[src/rtl/matrix_uart_pkg.sv]
`default_nettype none
// ============================================================================
//  Module      : matrix_uart_pkg
//  Description : Constants and helpers shared by the matrix UART receive and
//                transmit paths. It holds the baud rates, the b_sel to bit
//                divisor mapping, the matrix size limit and the number of
//                bytes per result element.
//  Revision    : 1.0 - initial release
// ============================================================================
package matrix_uart_pkg;

   localparam int c_MAX_N          = 10;
   localparam int c_RES_W          = 24;
   localparam int c_BYTES_PER_ELEM = c_RES_W / 8;

   // Width of a bit-period counter. It is wide enough for 4800 baud at clock
   // rates well above 1 GHz.
   localparam int c_DIV_W          = 20;

   localparam int c_CLK_FREQ_DEF   = 50_000_000;
   localparam int c_BAUD_4800      = 4800;
   localparam int c_BAUD_9600      = 9600;
   localparam int c_BAUD_19200     = 19200;
   localparam int c_BAUD_115200    = 115200;

   // Returns the clocks per bit for the selected baud rate, rounded to the
   // nearest integer (0.5 rounds up).
   function automatic logic [c_DIV_W-1:0] baud_divisor(input logic [1:0]  sel,
                                                       input int unsigned clk_freq);
      int unsigned baud;
      case (sel)
         2'b00:   baud = c_BAUD_4800;
         2'b01:   baud = c_BAUD_9600;
         2'b10:   baud = c_BAUD_19200;
         default: baud = c_BAUD_115200;
      endcase
      return c_DIV_W'((clk_freq + baud / 2) / baud);
   endfunction

   // Divisors at the default 50 MHz system clock: 10417 / 5208 / 2604 / 434.
   localparam logic [c_DIV_W-1:0] c_DIV_4800   = baud_divisor(2'b00, c_CLK_FREQ_DEF);
   localparam logic [c_DIV_W-1:0] c_DIV_9600   = baud_divisor(2'b01, c_CLK_FREQ_DEF);
   localparam logic [c_DIV_W-1:0] c_DIV_19200  = baud_divisor(2'b10, c_CLK_FREQ_DEF);
   localparam logic [c_DIV_W-1:0] c_DIV_115200 = baud_divisor(2'b11, c_CLK_FREQ_DEF);

endpackage : matrix_uart_pkg
`default_nettype wire

[src/rtl/uart_tx_core.sv]
`default_nettype none
// ============================================================================
//  Module      : uart_tx_core
//  Description : 8N1 UART byte transmitter. A byte is accepted on
//                valid && ready. ready then stays low for the whole 10-bit
//                frame and rises in the cycle after the last clock of the
//                stop bit. Each bit lasts exactly 'divisor' clocks.
//  Ports       : clk, rst (async, active-high)
//                divisor [DIV_W] clocks per bit, must be stable while busy
//                data [8] / valid    byte to send
//                ready               idle, can accept a byte
//                tx                  serial line, idle high
//  Revision    : 1.0 - initial release
// ============================================================================
module uart_tx_core
   import matrix_uart_pkg::*;
#(
   parameter int DIV_W = c_DIV_W
) (
   input  logic             clk,
   input  logic             rst,
   input  logic [DIV_W-1:0] divisor,
   input  logic [7:0]       data,
   input  logic             valid,
   output logic             ready,
   output logic             tx
);

   localparam logic [DIV_W-1:0] c_ONE = DIV_W'(1);

   logic             busy_q;
   logic             tx_q;
   logic [DIV_W-1:0] cnt_q;     // clocks left in the current bit, minus one
   logic [3:0]       bits_q;    // bits still to put on the line
   logic [8:0]       shift_q;   // remaining data bits with the stop bit on top

   always_ff @(posedge clk or posedge rst) begin
      if (rst) begin
         busy_q  <= 1'b0;
         tx_q    <= 1'b1;
         cnt_q   <= '0;
         bits_q  <= '0;
         shift_q <= '1;
      end else if (!busy_q) begin
         if (valid) begin
            // The start bit goes onto the line in the clock after acceptance.
            busy_q  <= 1'b1;
            tx_q    <= 1'b0;
            shift_q <= {1'b1, data};
            bits_q  <= 4'd9;
            cnt_q   <= divisor - c_ONE;
         end
      end else if (cnt_q == '0) begin
         if (bits_q == 4'd0) begin
            // The last clock of the stop bit has passed, so the line is idle.
            busy_q <= 1'b0;
            tx_q   <= 1'b1;
         end else begin
            tx_q    <= shift_q[0];
            shift_q <= {1'b1, shift_q[8:1]};
            bits_q  <= bits_q - 4'd1;
            cnt_q   <= divisor - c_ONE;
         end
      end else begin
         cnt_q <= cnt_q - c_ONE;
      end
   end

   assign ready = ~busy_q;
   assign tx    = tx_q;

endmodule : uart_tx_core
`default_nettype wire

[src/rtl/matrix_result_tx.sv]
`default_nettype none
// ============================================================================
//  Module      : matrix_result_tx
//  Description : Streams the N x N product matrix out of the result RAM over
//                an 8N1 UART. The header byte N is sent first. It is followed
//                by N*N elements in row-major order, and each element is sent
//                most-significant byte first.
//  Ports       : clk, rst (async, active-high)
//                b_sel [2]        baud select (latched on start)
//                start / size [8] begin a transfer of an N x N matrix
//                rd_addr / rd_data result RAM read port (1-cycle latency)
//                busy / done      transfer in progress / completion pulse
//                tx               serial output, idle high
//  Revision    : 1.0 - initial release
// ============================================================================
module matrix_result_tx
   import matrix_uart_pkg::*;
#(
   parameter int CLK_FREQ = c_CLK_FREQ_DEF,
   parameter int MAX_N    = c_MAX_N,
   parameter int RES_W    = c_RES_W,
   parameter int ADDR_W   = 7
) (
   input  logic              clk,
   input  logic              rst,
   input  logic [1:0]        b_sel,
   input  logic              start,
   input  logic [7:0]        size,
   output logic [ADDR_W-1:0] rd_addr,
   input  logic [RES_W-1:0]  rd_data,
   output logic              busy,
   output logic              done,
   output logic              tx
);

   localparam int                c_BYTES    = RES_W / 8;
   localparam int                c_BC_W     = $clog2(c_BYTES + 1);
   localparam logic [c_BC_W-1:0] c_BC_FULL  = c_BC_W'(c_BYTES);
   localparam logic [c_BC_W-1:0] c_BC_ONE   = c_BC_W'(1);
   localparam logic [ADDR_W-1:0] c_ADDR_ONE = ADDR_W'(1);
   localparam logic [7:0]        c_MAX_N8   = 8'(MAX_N);

   localparam logic [2:0] c_ST_IDLE     = 3'd0;
   localparam logic [2:0] c_ST_HDR      = 3'd1;
   localparam logic [2:0] c_ST_WAIT_HDR = 3'd2;
   localparam logic [2:0] c_ST_FETCH    = 3'd3;
   localparam logic [2:0] c_ST_LOAD     = 3'd4;
   localparam logic [2:0] c_ST_SEND     = 3'd5;
   localparam logic [2:0] c_ST_WAIT     = 3'd6;
   localparam logic [2:0] c_ST_DONE     = 3'd7;

   logic [2:0]         state_q, state_d;
   logic [7:0]         n_q;        // latched matrix dimension (header byte)
   logic [ADDR_W-1:0]  nn_q;       // N*N, truncated to the address width
   logic [c_DIV_W-1:0] div_q;      // latched clocks per bit
   logic [ADDR_W-1:0]  idx_q;      // current element index
   logic [RES_W-1:0]   elem_q;     // element shift register, MSB byte on top
   logic [c_BC_W-1:0]  bytes_q;    // bytes of elem_q not yet handed over

   logic              w_size_ok;
   logic [ADDR_W-1:0] w_last_idx;
   logic              w_core_ready;
   logic              w_core_valid;
   logic [7:0]        w_core_data;

   assign w_size_ok  = (size != 8'd0) && (size <= c_MAX_N8);
   // If N*N equals 2^ADDR_W it truncates to zero, and the subtraction wraps
   // to the correct all-ones last index.
   assign w_last_idx = nn_q - c_ADDR_ONE;

   // ---------------------------------------------------------------- state
   always_ff @(posedge clk or posedge rst) begin
      if (rst) state_q <= c_ST_IDLE;
      else     state_q <= state_d;
   end

   // The next element is fetched and loaded while the previous byte is still
   // on the line. SEND then holds valid until the core frees up, so the only
   // idle-high clock between frames is the core's own ready cycle.
   always_comb begin
      state_d = state_q;
      case (state_q)
         c_ST_IDLE:     if (start) state_d = w_size_ok ? c_ST_HDR : c_ST_DONE;
         c_ST_HDR:      if (w_core_ready) state_d = c_ST_WAIT_HDR;
         c_ST_WAIT_HDR: state_d = c_ST_FETCH;
         c_ST_FETCH:    state_d = c_ST_LOAD;
         c_ST_LOAD:     state_d = c_ST_SEND;
         c_ST_SEND:     if (w_core_ready) state_d = c_ST_WAIT;
         c_ST_WAIT: begin
            if (bytes_q != '0)             state_d = c_ST_SEND;
            else if (idx_q != w_last_idx)  state_d = c_ST_FETCH;
            else if (w_core_ready)         state_d = c_ST_DONE;
         end
         c_ST_DONE:     state_d = c_ST_IDLE;
         default:       state_d = c_ST_IDLE;
      endcase
   end

   // -------------------------------------------------------------- outputs
   always_comb begin
      busy         = (state_q != c_ST_IDLE) && (state_q != c_ST_DONE);
      done         = (state_q == c_ST_DONE);
      w_core_valid = (state_q == c_ST_HDR) || (state_q == c_ST_SEND);
      w_core_data  = (state_q == c_ST_HDR) ? n_q : elem_q[RES_W-1 -: 8];
   end

   // ------------------------------------------------------------- datapath
   always_ff @(posedge clk or posedge rst) begin
      if (rst) begin
         n_q     <= '0;
         nn_q    <= '0;
         div_q   <= '0;
         idx_q   <= '0;
         elem_q  <= '0;
         bytes_q <= '0;
      end else begin
         case (state_q)
            c_ST_IDLE: begin
               if (start && w_size_ok) begin
                  n_q   <= size;
                  nn_q  <= ADDR_W'({8'd0, size} * {8'd0, size});
                  div_q <= baud_divisor(b_sel, CLK_FREQ);
                  idx_q <= '0;
               end
            end
            c_ST_LOAD: begin
               elem_q  <= rd_data;
               bytes_q <= c_BC_FULL;
            end
            c_ST_SEND: begin
               if (w_core_ready) begin
                  elem_q  <= elem_q << 8;
                  bytes_q <= bytes_q - c_BC_ONE;
               end
            end
            c_ST_WAIT: begin
               if (bytes_q == '0 && idx_q != w_last_idx) idx_q <= idx_q + c_ADDR_ONE;
            end
            default: ;
         endcase
      end
   end

   // idx_q is already valid during FETCH, so the RAM returns the element in
   // the LOAD cycle.
   assign rd_addr = idx_q;

   uart_tx_core #(
      .DIV_W (c_DIV_W)
   ) u_core (
      .clk     (clk),
      .rst     (rst),
      .divisor (div_q),
      .data    (w_core_data),
      .valid   (w_core_valid),
      .ready   (w_core_ready),
      .tx      (tx)
   );

endmodule : matrix_result_tx
`default_nettype wire
[config.mk]
export PLATFORM = sky130hd
export DESIGN_NAME = matrix_result_tx
export DESIGN_NICKNAME = d
export VERILOG_FILES = /design/src/rtl/matrix_uart_pkg.sv /design/src/rtl/uart_tx_core.sv /design/src/rtl/matrix_result_tx.sv
export SDC_FILE = /design/constraint.sdc
export NUM_CORES = 1
export LEC_CHECK = 0
export CORE_MARGIN = 1.5
export CORE_UTILIZATION = 53
export CTS_CLUSTER_DIAMETER = 150
export DETAILED_ROUTE_END_ITERATION = 12
export HOLD_SLACK_MARGIN = 0.1
export PLACE_DENSITY_LB_ADDON = 0.08
export SLEW_MARGIN = 20
export SYNTH_ARGS = -nofsm -noshare
export SYNTH_HDL_FRONTEND = slang
export SYNTH_SLANG_ARGS = --single-unit
export TNS_END_PERCENT = 20
[constraint.sdc]
create_clock -name clk -period 4.3 [get_ports clk]
set_clock_uncertainty 0.2 [all_clocks]
set_input_delay 1.075 -clock clk [delete_from_list [all_inputs] [get_ports clk]]
set_output_delay 1.075 -clock clk [all_outputs]
set_load 0.05 [all_outputs]
# [After elaboration in Yosys (flattened, before gate mapping)]
# Index checks and enable logic that the tools add are counted.
# W data, S select, Z words.
[classes] add_sub_neg=7 mul=1 n_div=1 magnitude_cmp=1 n_eq_ne=20 n_mux=39 reduce_logical=23
[op_table] op="$mux W20" count=4
[op_table] op="$mux W32" count=2
[op_table] op="$pmux W17 S3" count=1
[op_table] op="$pmux W24 S2" count=1
[op_table] op="$sub A20 B1 Y20 const B" count=2
[op_table] op="$mux W9" count=4
[op_table] op="$add A26 B31 Y32 const A" count=1
[op_table] op="$div A32 B32 Y32" count=1
[op_table] op="$mux W24" count=1
[op_table] op="$pmux W3 S8" count=1
[op_table] op="$mux W3" count=7
[op_table] op="$logic_not A20 Y1" count=1
[op_table] op="$mux W4" count=4
[op_table] op="$mux W7" count=2
[op_table] op="$ne A2 B2 Y1 const B" count=7
[op_table] op="$pmux W7 S2" count=1
[op_table] op="$eq A3 B3 Y1 const B" count=4
[op_table] op="$le A8 B4 Y1 const B" count=1
[op_table] op="$mul A8 B8 Y7" count=1
[op_table] op="$mux W1" count=8
[op_table] op="$mux W8" count=1
[op_table] op="$reduce_and A2 Y1" count=4
[op_table] op="$reduce_bool A2 Y1" count=4
[op_table] op="$reduce_bool A8 Y1" count=1
[op_table] op="other kinds (21)" count=28
[totals] register_bits=106 in_bits=37 out_inout_bits=10 word_cells=104

# [Depth between registers and ports, before layout]
# Gate-level depths: netlist of run 1.
[depth] depth_word=7 mapped_depth=25 depth_no_buf=24

# [By module]
# A second synthesis of run 1 with hierarchy kept.
[unflattened] cells_unflattened=700 hier_area_um2=6437.4
[modules_own_cells] mod="matrix_result_tx" instances=1 cells_each=449 area_per_inst_um2=4108.9 seq_area_each_um2=1601.5
[modules_own_cells] mod="uart_tx_core" instances=1 cells_each=251 area_per_inst_um2=2328.5 seq_area_each_um2=862.1

# [Worst setup path before layout of run 1]
# Ideal clock, no wire load.
[synth_timing] path_kind="input to register" from="input port b_sel[0]" to="register div_q[14]" setup_ns=0.135 arrival_time_ns=5.539 required_ns=3.965 slack_ns=-1.574 path_stages=22 n_path_buf=1 cell_sequence="inv_1 -> ha_1 -> nor4b_2 -> nand2_1 -> inv_1 -> ha_1 -> clkbuf_1 -> and3_1 -> o21ai_0 -> nand2_1 -> ha_1 -> a41oi_1 -> a31oi_1 -> nor2_1 -> a21oi_1 -> ha_1 -> a311o_1 -> o21ai_0 -> nand2_1 -> ha_1 -> a311oi_1 -> a31oi_1"
[synth_via] elab_chain_cells=6 word_cells_on_any_way=8 classes_between="1 x add/sub; 1 x div; 2 x eq/ne; 3 x mux; 1 x reduce/logical"
[synth_rtl] element="start, declared" line="matrix_result_tx.sv:26" rtl="input logic [1:0] b_sel,"
[synth_rtl] element="$eq A2 B2 Y1, or another cell as far along" line="matrix_uart_pkg.sv:31" rtl="case (sel)"
[synth_rtl] element="$pmux W17 S3 *" line="matrix_uart_pkg.sv:31"
[synth_rtl] element="$mux W32 *" line="matrix_result_tx.sv:119" rtl="if (start && w_size_ok) begin"
[synth_rtl] element="$mux W32 *" line="matrix_result_tx.sv:117" rtl="case (state_q)"
[synth_rtl] element="$add A26 B31 Y32" line="matrix_uart_pkg.sv:37" rtl="return c_DIV_W'((clk_freq + baud / 2) / baud);"
[synth_rtl] element="$div A32 B32 Y32 *" line="matrix_uart_pkg.sv:37"
[synth_rtl] element="end signal, assigned" line="matrix_result_tx.sv:122" rtl="div_q <= baud_divisor(b_sel, CLK_FREQ);"
[synth_rtl] element="end, declared" line="matrix_result_tx.sv:55" rtl="logic [c_DIV_W-1:0] div_q;"
# Mark *: on every way between the ends. The rest lies on a longest branch, timed or not. The select of a mux whose other input is x is not followed.
# A chain may end at the register's enable or synchronous reset.

# [Worst setup path after layout of run 1]
# Same ends and word-level chain as after synthesis.

==> flow_metrics.py, run 1 <==
metrics = {
    "run_status": {
        "outcome": "complete, but fails checks",
        "failed_checks": "negative setup slack",
    },
    "synth": {
        "yosys-top-cells-area": "dfrtp_1 (36%), ha_1 (6.7%), nand2_1 (6.5%)",
        "synth_commonest_cells": "nand2_1 (106), dfrtp_1 (89), o21ai_0 (79)",
        "async_reset_ff_share_pct": 100,
        "yosys_register_bits": 98,
        "synth_top_cell_area_share_pct": 36.2,
        "yosysSeqAreaShare_pct": 40.0,
        "syn_area_mm2": 0.00616,
        "synth_largest_area_cell": "dfrtp_1",
        "syn_inst": 698,
        "yosysWarningCount": 0,
        "synth_cell_types": 67,
        "syn-mean-instance-area_um2": 8.82,
        "yosysMostFrequentCell": "nand2_1",
        "synth_nets": 772,
        "synth-main-ff-cell": "dfrtp_1",
        "synth_edf_count": 0,
    },
    "timing": {
        "rsz0062_at_grt": "yes",
        "fin_crit_sh_pct": 119,
        "final-setup-viol-count": 3,
        "worstMarginPinSlew_ns": 0.956,
        "fin_crit_ns": 5.10,
        "clock.fmax_mhz": 196,
        "worst_hold_slack_ns": 0.280,
        "relSlewSlack_pct": 36.1,
        "drv_slew": 0,
        "timing.final.ws_setup_ns": -0.805,
        "hold_viol": 0,
        "tns_ns": -2.17,
    },
    "placement": {
        "dp_cells": 904,
        "dpl_cell_area_mm2": 0.00711,
        "globalplace.congestion": 0.840,
        "port_buffers": 46,
        "dp_slack_ns": -1.62,
        "dp_hpwl_um": 10100,
    },
    "finish": {
        "layout.nets": 881,
        "n_fill_cell": 903,
        "n_antenna_cell": 0,
        "regArea_mm2": 0.00246,
        "area_delta_synth_final_pct": 27.3,
        "drive_above_1_share_pct": 21.4,
        "multi_input_area_mm2": 0.00359,
        "postLayoutCellArea_mm2": 0.00784,
        "final_cells": 955,
    },
    "setup_path": {
        "rrSetupSlack_ns": 1.40,
        "crit_path_start": "b_sel[0]",
        "critPathCaptureType": "flop",
        "cp_data_required_time_ns": 4.32,
        "cp-start-kind": "input pin",
        "worst_ep_arrival_time_ns": 5.13,
        "worstPathMaxFanout": 4,
        "reg2reg_to": "u_core.cnt_q[15]",
        "worstRegToRegCells": 7,
        "worstReg2RegStart": "state_q[0]",
        "crit_type": "input pin to flop",
    },
    "worst_hold_path": {
        "min_to": "elem_q[13]",
        "holdPathStages": 2,
        "hp-class": "flop to flop",
        "hold_start": "elem_q[13]",
    },
    "clocking": {
        "cts_tree": "yes",
        "clk_latency_ns": 0.35,
        "cts_buffers": 9,
        "htreeDepth": 3,
        "root_buffer": "clkbuf_16",
        "clk_pin_slew_ns": 0.07,
        "clock_sinks": 98,
        "postCtsHoldBufs": 0,
        "cts.path.max_buffers": 2,
    },
    "floorplanning": {
        "die_h_um": 111,
        "die_area_mm2": 0.0123,
        "num_rows": 39,
        "fp.coreArea_mm2": 0.0114,
        "initial_core_util_pct": 54.1,
        "die_x_um": 111,
        "boundaryPins": 47,
    },
    "route": {
        "routedWlPerCell_um": 15.4,
        "drtPass1Iterations": 4,
        "wl_um": 14700,
        "vias_per_cell": 5.69,
        "drt_iter0_drc": 478,
        "ant_nets": 0,
        "drc": 0,
        "vias": 5438,
    },
    "global_route": {
        "grt_pass1_vias": 5147,
        "antenna_found_initial": 0,
        "grt_max_degree": 62,
        "grt_usage_pct": 25.1,
        "grt_pass1_wl_um": 25500,
        "gr-total-overflow": 0,
    },
    "flow_run": {
        "drv_cap": 0,
    },
    "pwr": {
        "cellPowerDensity_mw_per_mm2": 425,
        "peakVddDrop_uv": 321,
        "p_leak_nw": 3.38,
    },
}
==> where the power goes <==
group / total (mW) / internal (mW) / switching (mW)
Sequential: 1.38 / 1.18 / 0.203
Clock: 0.808 / 0.433 / 0.375
Combinational: 1.14 / 0.529 / 0.613
Total: 3.33 / 2.14 / 1.19
==> state kept, by name (all words and copies together), names as in the netlist <==
name and flops:
n_q 8, nn_q 5, u_core.cnt_q 20, u_core.busy_q 1
bytes_q 2, u_core.tx 1, u_core.bits_q 4, u_core.shift_q 8
elem_q 24, rd_addr 7, div_q 15, state_q 3
==> worst max-delay path by stage <==
stage / cells after the start / end / slack [ns]
after global routing: 25 / div_q[19] / -1.01
after global placement: 24 / div_q[19] / -1.35
final: 23 / div_q[14] / -0.80
after CTS: 23 / div_q[14] / -0.69
after detailed placement: 24 / div_q[19] / -1.62
after floorplan: 22 / div_q[14] / -0.98
==> critical path, cell delays in order <==
cell,delay [ns]
buf_8,0.08
clkinvlp_4,0.14
ha_4,0.22
nor4b_4,0.33
nand2_2,0.11
buf_6,0.13
inv_4,0.05
ha_4,0.19
and3_4,0.15
o21ai_2,0.16
nand2_1,0.09
ha_1,0.31
a41oi_2,0.18
a31oi_2,0.14
nor2_1,0.13
a21oi_1,0.06
ha_1,0.30
a311o_1,0.32
o21ai_2,0.16
nand2_1,0.09
ha_1,0.31
a311oi_2,0.26
a31oi_1,0.11
==> kinds of logic (layout without fill, tap and decap cells) <==
family                     Yosys count  after routing  synth area share (%)
and+or+nand+nor                    261            261                  20.6
AOI/OAI and AO/OA                  177            177                  17.9
DFF                                 98             98                  40.0
buffers and inverters               67            181                  4.53
adders and majority gates           37             37                  8.01
xor gates and xnor gates            29             29                  4.13
muxes                               28             28                  4.72
other                                1              1                0.0609
==> cell usage in the layout, fill, tap and decap left out, types with 4 or more instances in the layout <==
cell type / synthesis / final
clkbuf_16: 0 / 9
nor4_1: 8 / 8
o21ai_0: 79 / 73
nor3_1: 20 / 18
xnor2_1: 17 / 17
ha_4: 0 / 5
ha_1: 33 / 27
or4_1: 8 / 8
and2_1: 10 / 10
or3_1: 5 / 5
buf_6: 3 / 8
dfrtp_1: 89 / 89
nand2_1: 106 / 105
xor2_1: 12 / 12
a21oi_1: 34 / 31
nor2b_1: 6 / 5
a21o_1: 4 / 4
clkdlybuf4s50_1: 0 / 44
and3_1: 6 / 5
o21ai_2: 0 / 4
o211ai_1: 10 / 10
nand2b_1: 10 / 10
o311ai_0: 4 / 4
nor2_1: 50 / 48
nand3_1: 13 / 13
dfstp_2: 9 / 9
o31ai_1: 7 / 6
inv_1: 32 / 28
inv_6: 0 / 4
buf_4: 0 / 77
fa_1: 4 / 4
mux2i_1: 20 / 20
mux2_2: 8 / 8
==> cell type report <==
cell class	count	share of cell area, %
Multi-Input combinational cell	533	45.8
Sequential cell	98	31.4
Timing Repair Buffer	133	15.0
Clock buffer	11	3.22
Tap cell	143	2.28
Inverter	32	1.71
Clock inverter	5	0.559
==> metrics by stage <==
stage | utilization (%) | power, mW
5_1_grt | 68.9 | 3.57
6_report | 68.9 | 3.33
3_3_place_gp | 62.5 | 2.43
2_1_floorplan | - | 2.14
3_5_place_dp | 62.5 | 2.48
4_1_cts | 67.9 | 3.32
==> what timing repair did <==
| action | 4_1_cts | 5_1_grt |
|---|---|---|
| pin swaps | 28 | 23 |
| resized for setup | 35 | 18 |
| cloned | 0 | 0 |
| endpoints found under the setup margin | 4 | 5 |
| setup buffers | 31 | 4 |
==> layer usage <==
layer	GRT usage, %	vias up	routed length, um
li1	-	2694	-
met1	36.6	2613	7070
met2	38.7	109	6920
met3	3.34	22	479
met4	8.72	0	279
met5	0	-	0
Power figures use the tool's default switching activity.
==> run 2, diff against run 1 <==
==> constraint.sdc (replaced) <==
create_clock -name clk -period 4.3 [get_ports clk]
set_clock_uncertainty 0.2 [all_clocks]
set_input_delay 1.075 -clock clk [delete_from_list [all_inputs] [get_ports clk]]
set_output_delay 1.075 -clock clk [all_outputs]
set_load 0.1 [all_outputs]
==> run 2 against run 1 <==
  * The run still ends with negative setup slack left
  * Critical path depth rose by 3
  * Worst hold slack improved by 0.0013 ns
  * Non-clock buffer count fell by 24
  * Routed wire length fell by 0.46%
  * Sequential power barely moved
  * Clock power fell by 2.6%
  * First-iteration DRC count fell by 19%
  * Worst setup slack improved by 0.11 ns
  * Global-route usage fell by 0.46 points
  * Critical path type unchanged
==> flow_metrics.py, run 2 (synthesis gave the netlist of run 1 again) <==
metrics = {
    "finish": {
        "postLayoutCellArea_mm2": 0.00771,
        "n_antenna_cell": 0,
        "multi_input_area_mm2": 0.00367,
        "layout.cells.most_common_list": "nand2_1 (104), dfrtp_1 (89), o21ai_0 (73), buf_4 (60), nor2_1 (49)",
        "drive_above_1_share_pct": 19.9,
        "largest_reg_flops": 24,
        "area_delta_synth_final_pct": 25.2,
        "n_fill_cell": 908,
        "final_common_cell": "nand2_1",
        "layout.nets": 857,
        "reg.largest.list": "elem_q: 24 flops, u_core.cnt_q: 20 flops, div_q: 15 flops",
        "regArea_mm2": 0.00246,
        "regMostFlops": "elem_q",
    },
    "floorplanning": {
        "boundaryPins": 47,
        "die_area_mm2": 0.0123,
        "die_h_um": 111,
        "initial_core_util_pct": 54.1,
        "num_rows": 39,
        "fp.coreArea_mm2": 0.0114,
        "die_x_um": 111,
    },
    "route": {
        "vias": 5391,
        "ant_nets": 0,
        "drt_iter0_drc": 385,
        "vias_per_cell": 5.79,
        "drc": 0,
        "routedWlPerCell_um": 15.8,
        "wl_um": 14700,
        "drtPass1Iterations": 4,
    },
    "global_route": {
        "antenna_found_initial": 0,
        "grt_pass1_wl_um": 25100,
        "grt_max_degree": 62,
        "grt_pass1_vias": 5166,
        "grt_usage_pct": 24.7,
        "gr-total-overflow": 0,
    },
    "timing": {
        "drv_slew": 0,
        "worstMarginPinSlew_ns": 0.974,
        "timing.final.ws_setup_ns": -0.692,
        "clock.fmax_mhz": 200,
        "rsz0062_at_grt": "yes",
        "final-setup-viol-count": 3,
        "hold_viol": 0,
        "fin_crit_sh_pct": 116,
        "fin_crit_ns": 4.99,
        "tns_ns": -1.48,
        "relSlewSlack_pct": 34.9,
    },
    "placement": {
        "dpl_cell_area_mm2": 0.00709,
        "dp_hpwl_um": 10300,
        "port_buffers": 46,
        "globalplace.congestion": 0.853,
    },
    "setup_path": {
        "cp_data_required_time_ns": 4.36,
        "critPathCaptureType": "flop",
        "cp-start-kind": "input pin",
        "worst_ep_arrival_time_ns": 5.05,
        "crit_type": "input pin to flop",
        "worstPathMaxFanout": 3,
    },
    "run_status": {
        "failed_checks": "negative setup slack",
        "outcome": "complete, but fails checks",
    },
    "worst_hold_path": {
        "hp-class": "flop to flop",
    },
    "clocking": {
        "postCtsHoldBufs": 0,
        "cts_buffers": 9,
        "cts_tree": "yes",
        "clk_pin_slew_ns": 0.07,
        "clock_sinks": 98,
        "cts.path.max_buffers": 2,
        "clk_latency_ns": 0.36,
        "htreeDepth": 3,
        "root_buffer": "clkbuf_16",
    },
    "pwr": {
        "p_comb_share_pct": 34.8,
        "cellPowerDensity_mw_per_mm2": 435,
        "p_switching_mw": 1.24,
        "power.share.switching_pct": 37.1,
        "p_leak_nw": 3.28,
        "seqPwrFrac_pct": 41.7,
        "internal_power_mw": 2.11,
        "peakVddDrop_uv": 348,
        "clockPowerShare_pct": 23.5,
    },
    "flow_run": {
        "drv_cap": 0,
    },
}
## run 2: cell count changes in the layout (fill, tap and decap cells not counted), moves of 2 or more
cell and delta:
ha_4 +2, clkdlybuf4s50_1 -2, buf_6 -5, ha_1 -4, buf_4 -17, ha_2 +2
inv_6 -2
## run 2: through the flow
step | power (mW) | hold WS [ns] | std cells | util, % | setup WS, ns
floorplan | 2.19 | 0.244 | 698 | - | -0.977
global placement | 2.48 | 0.262 | 902 | 62.3 | -1.36
detailed placement | 2.53 | 0.270 | 902 | 62.3 | -1.61
CTS | 3.34 | 0.286 | 929 | 66.4 | -0.761
global route | 3.59 | 0.310 | 931 | 67.8 | -0.910
finish | 3.35 | 0.281 | 931 | 67.8 | -0.692
## run 2: layout make-up
cell class                      count  share of cell area [%]
Multi-Input combinational cell    533                    47.6
Timing Repair Buffer              109                    12.7
Tap cell                          143                    2.32
Sequential cell                    98                    32.0
Clock buffer                       11                    3.15
Clock inverter                      5                   0.601
Inverter                           32                    1.70
## run 2: power by group through the flow
| stage | Combinational [mW] | Clock [mW] | Sequential [mW] |
|---|---|---|---|
| 2_1_floorplan | 0.761 | 0 | 1.43 |
| 3_3_place_gp | 1.09 | 0 | 1.39 |
| 3_5_place_dp | 1.12 | 0 | 1.41 |
| 4_1_cts | 1.15 | 0.803 | 1.39 |
| 5_1_grt | 1.31 | 0.841 | 1.43 |
| 6_report | 1.17 | 0.787 | 1.40 |
## run 2: critical path, cell delays in order
cell and delay [ns]:
buf_8 0.08, clkinvlp_4 0.10, buf_12 0.14, ha_4 0.16, nor4b_4 0.33, nand2_2 0.13
buf_6 0.14, nor3_4 0.10, ha_1 0.24, nor2_1 0.10, o21ai_1 0.08, and3_1 0.15
ha_1 0.28, nor2_1 0.09, nor2_1 0.07, o31ai_2 0.22, nor2_1 0.10, ha_1 0.30
nor2b_4 0.13, o21ai_2 0.13, a21oi_2 0.08, and2_4 0.15, ha_4 0.25, a21boi_4 0.16
nor3_2 0.05, o31ai_1 0.20
## run 2: layer usage
layer	up-vias	share of wire (%)	routed length [um]	GRT usage (%)
li1	2642	-	-	-
met1	2610	47	6930	34.8
met2	110	47	6970	39.1
met3	29	3.1	461	3.23
met4	0	2.2	326	9.06
met5	-	0	0	0
## run 2: repair_timing
| action | 4_1_cts | 5_1_grt |
|---|---|---|
| setup endpoints to repair | 4 | 5 |
| resized for setup | 30 | 25 |
| gates cloned | 0 | 0 |
| pin swaps | 24 | 29 |
| buffers inserted | 11 | 2 |
## run 2: worst paths after layout
check / start / end / slack, ns / cells past startpoint
max in group asynchronous: rst / u_core.shift_q[3] / 2.13 / 3
hold reg to reg: elem_q[3] / elem_q[3] / 0.28 / 2
hold / removal: elem_q[3] / elem_q[3] / 0.28 / 2
setup / recovery: b_sel[0] / div_q[19] / -0.69 / 26
setup reg to reg: div_q[3] / u_core.cnt_q[19] / 1.41 / 6
min in group asynchronous: rst / u_core.bits_q[2] / 1.01 / 2
==> run 3, diff against run 2 <==
--- a/config.mk
+++ b/config.mk
@@ -11,6 +11,7 @@
 export DETAILED_ROUTE_END_ITERATION = 12
 export HOLD_SLACK_MARGIN = 0.1
 export PLACE_DENSITY_LB_ADDON = 0.08
+export REMOVE_ABC_BUFFERS = 1
 export SLEW_MARGIN = 20
 export SYNTH_ARGS = -nofsm -noshare
 export SYNTH_HDL_FRONTEND = slang
==> run 3 against run 2 <==
  * The flow still finishes with violations (negative setup slack)
  * Via count is 1.2% higher
  * Largest power group unchanged
  * Non-clock buffer count is 20 higher
  * Routed wire length is 1.7% higher
  * Highest routed layer unchanged
  * Critical path type unchanged
  * Sequential share of layout area is 0.36 points lower
  * Combinational power hardly changed
  * Worst setup slack better by 0.045 ns
  * Clock-buffer cell count stayed put
==> flow_metrics.py, run 3 (synthesis gave the netlist of run 1 again) <==
metrics = {
    "run_status": {
        "outcome": "complete, but fails checks",
        "failed_checks": "negative setup slack",
    },
    "placement": {
        "dp_cells": 900,
        "port_buffers": 46,
        "globalplace.congestion": 0.894,
        "dpl_cell_area_mm2": 0.00702,
        "dp_hpwl_um": 9920,
    },
    "worst_hold_path": {
        "hold_start": "elem_q[17]",
        "hp-class": "flop to flop",
        "min_to": "elem_q[17]",
        "holdPathStages": 2,
    },
    "flow_run": {
        "drv_cap": 0,
    },
    "route": {
        "routedWlPerCell_um": 15.7,
        "drc": 0,
        "vias_per_cell": 5.74,
        "wl_um": 14900,
        "drtPass1Iterations": 5,
        "vias": 5454,
        "drt_iter0_drc": 358,
        "ant_nets": 0,
    },
    "finish": {
        "final_common_cell": "nand2_1",
        "regMostFlops": "elem_q",
        "area_delta_synth_final_pct": 26.6,
        "drive_above_1_share_pct": 21.0,
        "layout.nets": 877,
        "largest_reg_flops": 24,
        "n_antenna_cell": 0,
        "postLayoutCellArea_mm2": 0.00780,
        "layout.cells.most_common_list": "nand2_1 (105), dfrtp_1 (89), buf_4 (80), o21ai_0 (75), nor2_1 (46)",
        "final_cells": 951,
        "fin_util_pct": 68.6,
        "reg.largest.list": "elem_q: 24 flops, u_core.cnt_q: 20 flops, div_q: 15 flops",
    },
    "pwr": {
        "total_power_mw": 3.33,
        "p_comb_share_pct": 35.1,
        "p_switching_mw": 1.22,
        "power.share.switching_pct": 36.6,
        "seqPwrFrac_pct": 41.8,
        "clockPowerShare_pct": 23.1,
        "internal_power_mw": 2.11,
        "p_leak_nw": 3.38,
        "peakVddDrop_uv": 326,
        "cellPowerDensity_mw_per_mm2": 427,
    },
    "timing": {
        "timing.final.ws_setup_ns": -0.647,
        "relSlewSlack_pct": 33.9,
        "fin_crit_sh_pct": 115,
        "final-setup-viol-count": 3,
        "drv_slew": 0,
        "rsz0062_at_grt": "yes",
        "worstMarginPinSlew_ns": 0.989,
        "clock.fmax_mhz": 202,
        "hold_viol": 0,
        "fin_crit_ns": 4.95,
        "worst_hold_slack_ns": 0.274,
    },
    "clocking": {
        "clk_latency_ns": 0.35,
        "cts_buffers": 9,
        "root_buffer": "clkbuf_16",
        "cts_tree": "yes",
        "htreeDepth": 3,
        "postCtsHoldBufs": 0,
        "clk_pin_slew_ns": 0.07,
        "clock_sinks": 98,
        "cts.path.max_buffers": 2,
    },
    "floorplanning": {
        "boundaryPins": 47,
        "die_area_mm2": 0.0123,
        "initial_core_util_pct": 54.1,
        "die_h_um": 111,
        "fp.coreArea_mm2": 0.0114,
        "num_rows": 39,
        "die_x_um": 111,
    },
    "setup_path": {
        "worstReg2RegStart": "u_core.cnt_q[6]",
        "worstRegToRegCells": 6,
        "cp_data_required_time_ns": 4.32,
        "critPathCaptureType": "flop",
        "worstPathMaxFanout": 4,
        "cp-start-kind": "input pin",
        "crit_path_max_incr_delay_ns": 0.29,
        "crit_path_frequent_cell": "buf_4",
        "slowest_stage": "nor4b_4",
        "crit_type": "input pin to flop",
        "rrSetupSlack_ns": 1.12,
        "worst_ep_arrival_time_ns": 4.97,
        "reg2reg_to": "u_core.cnt_q[13]",
    },
    "global_route": {
        "antenna_found_initial": 0,
        "grt_pass1_wl_um": 25300,
        "grt_usage_pct": 25.1,
        "grt_max_degree": 63,
        "gr-total-overflow": 0,
        "grt_pass1_vias": 5422,
    },
}
## run 3: cell count changes in the layout (fill, tap and decap cells not counted), moves of 2 or more
cell	delta
a21oi_2	-2
buf_4	+20
buf_8	+2
clkinv_2	+2
ha_1	+3
ha_2	-2
inv_4	-2
nor2_1	-3
nor2_2	+3
o21ai_0	+2
## run 3: routing by layer
metal	up-vias	global-route usage (%)	wire length, um
li1	2673	-	-
met1	2622	31.1	6390
met2	130	43.5	7750
met3	29	3.55	455
met4	0	11.5	337
met5	-	0	0
## run 3: layout make-up
cell class / count / area [um2]
clock buffer: 11 / 243
clock inverter: 5 / 36.3
fill: 905 / 3570
inverter: 32 / 135
multi-input combinational: 533 / 3610
sequential: 98 / 2460
tap: 143 / 179
timing repair buffer: 129 / 1130
## run 3: through the flow
step	setup WS (ns)	setup TNS, ns
after detailed placement	-1.86	-5.54
after floorplan	-1.49	-3.74
after global placement	-1.42	-4.16
after global routing	-0.809	-1.87
after CTS	-0.603	-1.12
final	-0.647	-1.41
## run 3: worst max path at each step
stage | slack [ns] | to | from
floorplan | -1.49 | div_q[14] | b_sel[0]
global placement | -1.42 | div_q[14] | b_sel[0]
detailed placement | -1.86 | div_q[14] | b_sel[1]
CTS | -0.60 | div_q[19] | b_sel[0]
global route | -0.81 | div_q[19] | b_sel[0]
finish | -0.65 | div_q[14] | b_sel[0]
## run 3: worst max-delay path: cells and delay by family
| kind | cells | cell delay [ns] |
|---|---|---|
| compound gates | 3 | 0.49 |
| fa+ha+maj | 2 | 0.39 |
| buf+inv | 19 | 2.34 |
| simple gates | 4 | 0.68 |
## run 3: power groups by stage
stage	registers [mW]	logic [mW]	clock network (mW)
floorplan	1.44	0.722	0
global placement	1.39	1.06	0
detailed placement	1.40	1.10	0
CTS	1.39	1.16	0.788
global route	1.43	1.31	0.824
finish	1.39	1.17	0.769
## run 3: repair_timing
action,in CTS,in global routing
setup endpoints to repair,4,3
buffers inserted,33,3
resized for setup,44,20
pin swaps,31,19
